===== config.mk =====
export PLATFORM = sky130hd
export DESIGN_NAME = bist_pattern_ctrl_flat
export DESIGN_NICKNAME = d
export VERILOG_FILES = /design/src/rtl/bist_pattern_ctrl_if.sv /design/src/rtl/bist_pattern_ctrl.sv /design/src/flat_wrapper.sv
export SDC_FILE = /design/constraint.sdc
export NUM_CORES = 1
export LEC_CHECK = 0
export ABC_AREA = 1
export BUFFER_PORTS_ARGS = -buffer_cell sky130_fd_sc_hd__buf_2
export CORE_AREA = 2 2 69 71
export DETAILED_ROUTE_END_ITERATION = 8
export DIE_AREA = 0 0 71 73
export SYNTH_ARGS = -nofsm -noshare
export SYNTH_HDL_FRONTEND = slang
export SYNTH_SLANG_ARGS = --single-unit

===== constraint.sdc =====
create_clock -name clk -period 2.6 [get_ports clk]
set_input_delay 0.13 -clock clk [delete_from_list [all_inputs] [get_ports clk]]
set_output_delay 0.13 -clock clk [all_outputs]
set_load 0.05 [all_outputs]

===== src/rtl/bist_pattern_ctrl_if.sv =====
// bist_pattern_ctrl_if: start/response/mux-control bundle between test driver and BIST sequencer
interface bist_pattern_ctrl_if #(parameter int WIDTH = 4);
  logic             start;
  logic [WIDTH-1:0] resp;
  logic             sel;
  logic [WIDTH-1:0] pattern;
  logic             busy;
  logic             done;
  logic             pass;
  modport master (output start, resp, input sel, pattern, busy, done, pass);
  modport slave (input start, resp, output sel, pattern, busy, done, pass);
endinterface


===== src/rtl/bist_pattern_ctrl.sv =====
// bist_pattern_ctrl: LFSR pattern source, MISR response compactor and pass/fail sequencer for one self-test per start
module bist_pattern_ctrl #(
  parameter int               WIDTH        = 4,
  parameter logic [WIDTH-1:0] SEED         = 4'b0001,
  parameter logic [WIDTH-1:0] TAPS         = 4'b1100,
  parameter int               NUM_PATTERNS = 15,
  parameter logic [WIDTH-1:0] GOLDEN       = 4'b0000
) (
  input logic               clk,
  input logic               rst,
  bist_pattern_ctrl_if.slave bus
);
  typedef enum logic [1:0] {IDLE, RUN, SIG, DONE} state_t;
  localparam logic [7:0] LAST = 8'(NUM_PATTERNS - 1);
  state_t           state;
  logic [7:0]       count;
  logic [WIDTH-1:0] misr;
  logic [WIDTH-1:0] lfsr_next;
  logic [WIDTH-1:0] misr_next;
  // next LFSR pattern and next signature with the current response folded in
  always_comb begin
    lfsr_next = {bus.pattern[WIDTH-2:0], ^(bus.pattern & TAPS)};
    misr_next = {misr[WIDTH-2:0], ^(misr & TAPS)} ^ bus.resp;
  end
  // sequencer: every output is registered and updated on the state transition
  always_ff @(posedge clk) begin
    if (rst) begin
      state       <= IDLE;
      count       <= '0;
      misr        <= '0;
      bus.sel     <= 1'b0;
      bus.pattern <= SEED;
      bus.busy    <= 1'b0;
      bus.done    <= 1'b0;
      bus.pass    <= 1'b0;
    end else begin
      case (state)
        IDLE, DONE: if (bus.start) begin
          state       <= RUN;
          count       <= '0;
          misr        <= '0;
          bus.sel     <= 1'b1;
          bus.pattern <= SEED;
          bus.busy    <= 1'b1;
          bus.done    <= 1'b0;
          bus.pass    <= 1'b0;
        end
        RUN: begin
          misr        <= misr_next;
          count       <= count + 8'd1;
          state       <= (count == LAST) ? SIG : RUN;
          bus.sel     <= count != LAST;
          bus.pattern <= (count == LAST) ? SEED : lfsr_next;
        end
        SIG: begin
          state    <= DONE;
          bus.pass <= misr == GOLDEN;
          bus.busy <= 1'b0;
          bus.done <= 1'b1;
        end
        default: state <= IDLE;
      endcase
    end
  end
endmodule


===== src/flat_wrapper.sv =====
// flat-port wrapper written by rule: the top's interface ports become plain ports
module bist_pattern_ctrl_flat 
#(
  parameter int               WIDTH        = 4,
  parameter logic [WIDTH-1:0] SEED         = 4'b0001,
  parameter logic [WIDTH-1:0] TAPS         = 4'b1100,
  parameter int               NUM_PATTERNS = 15,
  parameter logic [WIDTH-1:0] GOLDEN       = 4'b0000
)
  (clk, rst, bus_start, bus_resp, bus_sel, bus_pattern, bus_busy, bus_done, bus_pass);
  bist_pattern_ctrl_if #(.WIDTH(WIDTH)) bus_i ();
  input logic clk;
  input logic rst;
  input wire logic [$bits(bus_i.start)-1:0] bus_start;
  input wire logic [$bits(bus_i.resp)-1:0] bus_resp;
  output wire logic [$bits(bus_i.sel)-1:0] bus_sel;
  output wire logic [$bits(bus_i.pattern)-1:0] bus_pattern;
  output wire logic [$bits(bus_i.busy)-1:0] bus_busy;
  output wire logic [$bits(bus_i.done)-1:0] bus_done;
  output wire logic [$bits(bus_i.pass)-1:0] bus_pass;
  assign bus_i.start = bus_start;
  assign bus_i.resp = bus_resp;
  assign bus_sel = bus_i.sel;
  assign bus_pattern = bus_i.pattern;
  assign bus_busy = bus_i.busy;
  assign bus_done = bus_i.done;
  assign bus_pass = bus_i.pass;
  bist_pattern_ctrl #(.WIDTH(WIDTH), .SEED(SEED), .TAPS(TAPS), .NUM_PATTERNS(NUM_PATTERNS), .GOLDEN(GOLDEN)) u_core (.clk(clk), .rst(rst), .bus(bus_i));
endmodule

* Word-level counts from Yosys, hierarchy flattened
Cells that the tools add are included.
Word-level totals: logic and storage cells 41, bits in registers 22, output and inout bits 8, input port bits 7
Cells by class: add/sub/neg operators 1, eq/ne operators 6, bitwise gates (word level) 1, reductions and logical operators 9, multiplexer cells 16
Operators by type and width (count):
- case mux 4 bit (2 select lines) | 2
- case mux 8 bit (2 select lines) | 1
- 2-to-1 mux 4 bit | 3
- adder 8 x 1 -> 8 bit, second input constant | 1
- equality test 8 x 4 -> 1 bit, second input constant | 1
- 2-to-1 mux 8 bit | 1
- != test 8 x 4 -> 1 bit, second input constant | 1
- case mux 1 bit (2 select lines) | 4
- XOR reduction 4 bit | 2
- case mux 2 bit (3 select lines) | 1
- equality test 2 bit, second input constant | 2
- zero test 4 bit | 1
- 2-to-1 mux 2 bit | 2
- AND reduction 2 bit | 2
- nonzero test 2 bit | 2
- bitwise XOR 4 bit | 1
- equality test 2 x 1 -> 1 bit, second input constant | 1
- zero test 2 bit | 1
- 2-to-1 mux 1 bit | 2
- != test 2 bit, second input constant | 1
- OR reduction 2 bit | 1

* Depth between registers and ports, before layout
depth in word-level cells 4, depth in mapped cells 10

* Worst setup path after synthesis
No wires, ideal clock.
kind flip-flop to flip-flop, start register u_core.state[0], end register u_core.count[5], period minus slack after synthesis 1.375 ns, arrival time 1.262 ns, setup slack 1.225 ns, stages on the path, launching flop included 11, cell sequence dfxtp_1 -> inv_1 -> ha_1 -> inv_1 -> nand2_2 -> nand2_4 -> nand3_2 -> nor2_1 -> nand2_1 -> nand2_1 -> nor2_1
Between the ends: cells in the longest elaborated chain, start to end 4, elaborated cells between the ends (all ways) 8, classes of those cells eq/ne: 3; mux: 1; reduce/logical: 4
RTL lines:
- start: declaration | RTL line bist_pattern_ctrl.sv:15 | state_t state;
- start signal: assignment | RTL line bist_pattern_ctrl.sv:51 | state <= (count == LAST) ? SIG : RUN;
- equality test 2 bit or zero test 2 bit (tied branches) | RTL line bist_pattern_ctrl.sv:37 | case (state)
- OR reduction 2 bit | RTL line bist_pattern_ctrl.sv:37
- != test 2 bit (no source line) or nonzero test 2 bit (tied branches)
- AND reduction 2 bit (no source line)
- end signal: assignment | RTL line bist_pattern_ctrl.sv:50 | count <= count + 8'd1;
- end: declaration | RTL line bist_pattern_ctrl.sv:16 | logic [7:0] count;
Several ways; a longest one is shown, not always the timed one. A chain may end at the register's enable or synchronous reset.

* Worst setup path after layout
start register u_core.state[0], end register u_core.count[6]
The elaborated chain is that of the path after synthesis.

==> out/metrics.cfg <==
[critical_path]
crit_top_cell = inv_1
max_stage_delay_ps = 350
startpoint_type = flop
crit_path_top_delay_cell = dfxtp_1
r2r_end = u_core.count[6]$_SDFFE_PP0P_
worstPathArrival_ps = 1760
ff2ff_setup_slack_ps = 1000
startpoint = u_core.state[0]$_SDFFE_PP0P_
r2r_cells = 8
required_ps = 2760
path_cells = inv_1 > ha_1 > inv_1 > nand2_2 > nand2_4 > nand3_1 > o21ai_0 > nor2_1
worst-path-max-fanout = 17
timing.rr.start = u_core.state[0]$_SDFFE_PP0P_
setup.worst_path.end_class = flop
path_class = reg2reg

[cts]
ctsHoldBuffers = 0
clk_latency_ps = 270
cts_buffer_depth = 2
htreeDepth = 1
clockRootBuffer = clkbuf_8
cts_resized = 0
clock_sinks = 22
cts_tree = done
post_cts_buffers = 0
path_clk_slew_ps = 80
cts_made_buffers = 3

[floorplanning]
start_util = 0.233
rows = 25
die_y_microns = 73
io-pin-count = 15
die_w_microns = 71
die_area_sq_um = 5180
coreArea_sq_um = 4540

[placed_design]
gp_congestion = 0.750
dp_hpwl_microns = 1500
pre_cts_ws_ps = 1010
placement.io_buffers = 14

[routing]
ant_nets = 0
drt_iter0_drc = 18
drt-wirelength-per-cell_microns = 9.34
num_vias = 912
routed_wl_microns = 1970
viasPerCell = 4.32
drc = 0
drt_pre_antenna_iters = 2

[pwr]
powerDensity_nw_per_um2 = 683
ir_worst_vdd_v = 0.000287
power_leakage_nw = 0.513
power_mw = 0.850

[finish]
final_nets = 170
layout-drive-gt1-share = 0.153
area.growth.synth_to_final_pct = 17.5
post-route-util = 0.274
fill_cells = 490
antenna_cells = 0

[hold_path]
hp-start = rst
hold_class = in2reg
hold_depth = 2
holdPathEnd = u_core.misr[3]$_SDFFE_PP0P_

[sta]
period_needed_ps = 1600
max_freq_ghz = 0.624
hold_violations = 0
setup_viol = 0
tightestPinTransition_ps = 427
min_period_over_period = 0.616
setup_slack_ps = 999
report.final.slew_viol_count = 0
slew_headroom = 0.712
grt_setup_unrepaired = no
setup-tns-final_ps = 0
fin_skew_ps = 2.21

[logic_synthesis]
synth_cell_types = 22
yosysWarnings = 0
synth_fa_ha_area_frac = 0.0591
netlist_area_sq_um = 1060
synth.most_common_cell = nand2_1
avgSynthCellArea_sq_um = 7.45
ys_top_cells_by_area = dfxtp_1 (42%), nand2_1 (8.5%), nor2_1 (7.1%)
synth_largest_area_cell = dfxtp_1
synth_common_cells = nand2_1 (24), dfxtp_1 (22), nor2_1 (20), inv_1 (17), a21oi_1 (14)
ys_ff_latch = 22
synth_ff_type = dfxtp_1
seq_area_frac_synth = 0.416
synth-simple-area-share = 0.251
synth_top_family_by_area = simple AND/OR/NAND/NOR gates
async_flop_share = 0
muxShareOfSynthArea = 0
synth_cells = 142
yosysTopAreaCellShare = 0.416
synth_xor_area_frac = 0.0496
synth_compound_area_frac = 0.142
synth_nets = 154
synth_edf_count = 0

[grt]
grt_max_degree = 18
grt_overflow = 0
grt_pass1_wl_microns = 3370
grt_pass1_vias = 830
antenna_found_initial = 0
grt_usage = 0.0797

[run]
drv_cap = 0

[run_status]
outcome = completed

critical path: cells and delay by family, from the launching register on:
family | cells | cell delay (ps)
fa+ha+maj | 1 | 320
compound gates | 1 | 190
simple gates | 4 | 450
flops | 1 | 350
buf+inv | 2 | 180
cells in the final DEF (no fill, tap or decap):
master	instances
and3_1	1
o21a_1	1
o21bai_1	1
nand2_1	24
o21ai_0	13
xnor2_1	1
nand2_4	1
nand3_1	6
xor2_1	5
bufinv_16	1
nor2_2	1
a21oi_1	14
nand4_1	2
clkbuf_8	3
nor2_1	20
nand3_2	1
buf_2	14
nor3_1	1
dfxtp_1	22
ha_1	5
inv_1	17
nand2_2	3
sequential cells by signal, indices dropped and copies added (netlist names):
register and cells:
u_core.bus.sel 1, u_core.count 8, u_core.bus.done 1, u_core.bus.pattern 4
u_core.bus.pass 1, u_core.bus.busy 1, u_core.misr 4, u_core.state 2
cell type report:
class | count | area (sq um) | area share
clock inverters | 1 | 30.0 | 0.0241
repair buffers | 14 | 70.1 | 0.0563
multi-input cells | 100 | 531 | 0.427
inverters | 17 | 63.8 | 0.0513
well taps | 54 | 67.6 | 0.0543
flip-flops and latches | 22 | 440 | 0.354
clock buffers | 3 | 41.3 | 0.0332
where the power goes:
| group | leakage (nW) | internal [mW] | switching, mW | total, mW |
|---|---|---|---|---|
| clock | 0.0357 | 0.206 | 0.116 | 0.321 |
| combinational | 0.297 | 0.0447 | 0.110 | 0.155 |
| sequential | 0.180 | 0.358 | 0.0150 | 0.373 |
| total | 0.513 | 0.609 | 0.241 | 0.850 |
metrics by stage:
| step | hold WS, ps | std cells | cell area (sq um) |
|---|---|---|---|
| after floorplan | 199 | 142 | 1060 |
| after global placement | 393 | 207 | 1170 |
| after detailed placement | 400 | 207 | 1170 |
| after CTS | 108 | 211 | 1240 |
| after global routing | 131 | 211 | 1240 |
| final | 111 | 211 | 1240 |
logic make-up (layout without fill, tap and decap cells):
logic type,after synthesis,in the layout
fa+ha+maj,5,5
flops,22,22
xor+xnor,6,6
simple gates,60,60
buf+inv,20,35
compound gates,29,29
how the worst max path moves through the flow:
stage	cells after the start	slack (ps)	end
2_1_floorplan	10	1230	u_core.count[5]$_SDFFE_PP0P_
3_3_place_gp	8	1020	u_core.count[6]$_SDFFE_PP0P_
3_5_place_dp	8	1010	u_core.count[6]$_SDFFE_PP0P_
4_1_cts	8	990	u_core.count[6]$_SDFFE_PP0P_
5_1_grt	8	880	u_core.count[6]$_SDFFE_PP0P_
6_report	8	1000	u_core.count[6]$_SDFFE_PP0P_
routing by layer:
layer	vias up	wire, microns	global-route usage
met5	-	0	0
met4	0	38	0.0440
met3	5	82	0.0166
met2	13	869	0.130
met1	409	981	0.0987
li1	485	-	-
Note: power is estimated with default switching activity, not from simulation.
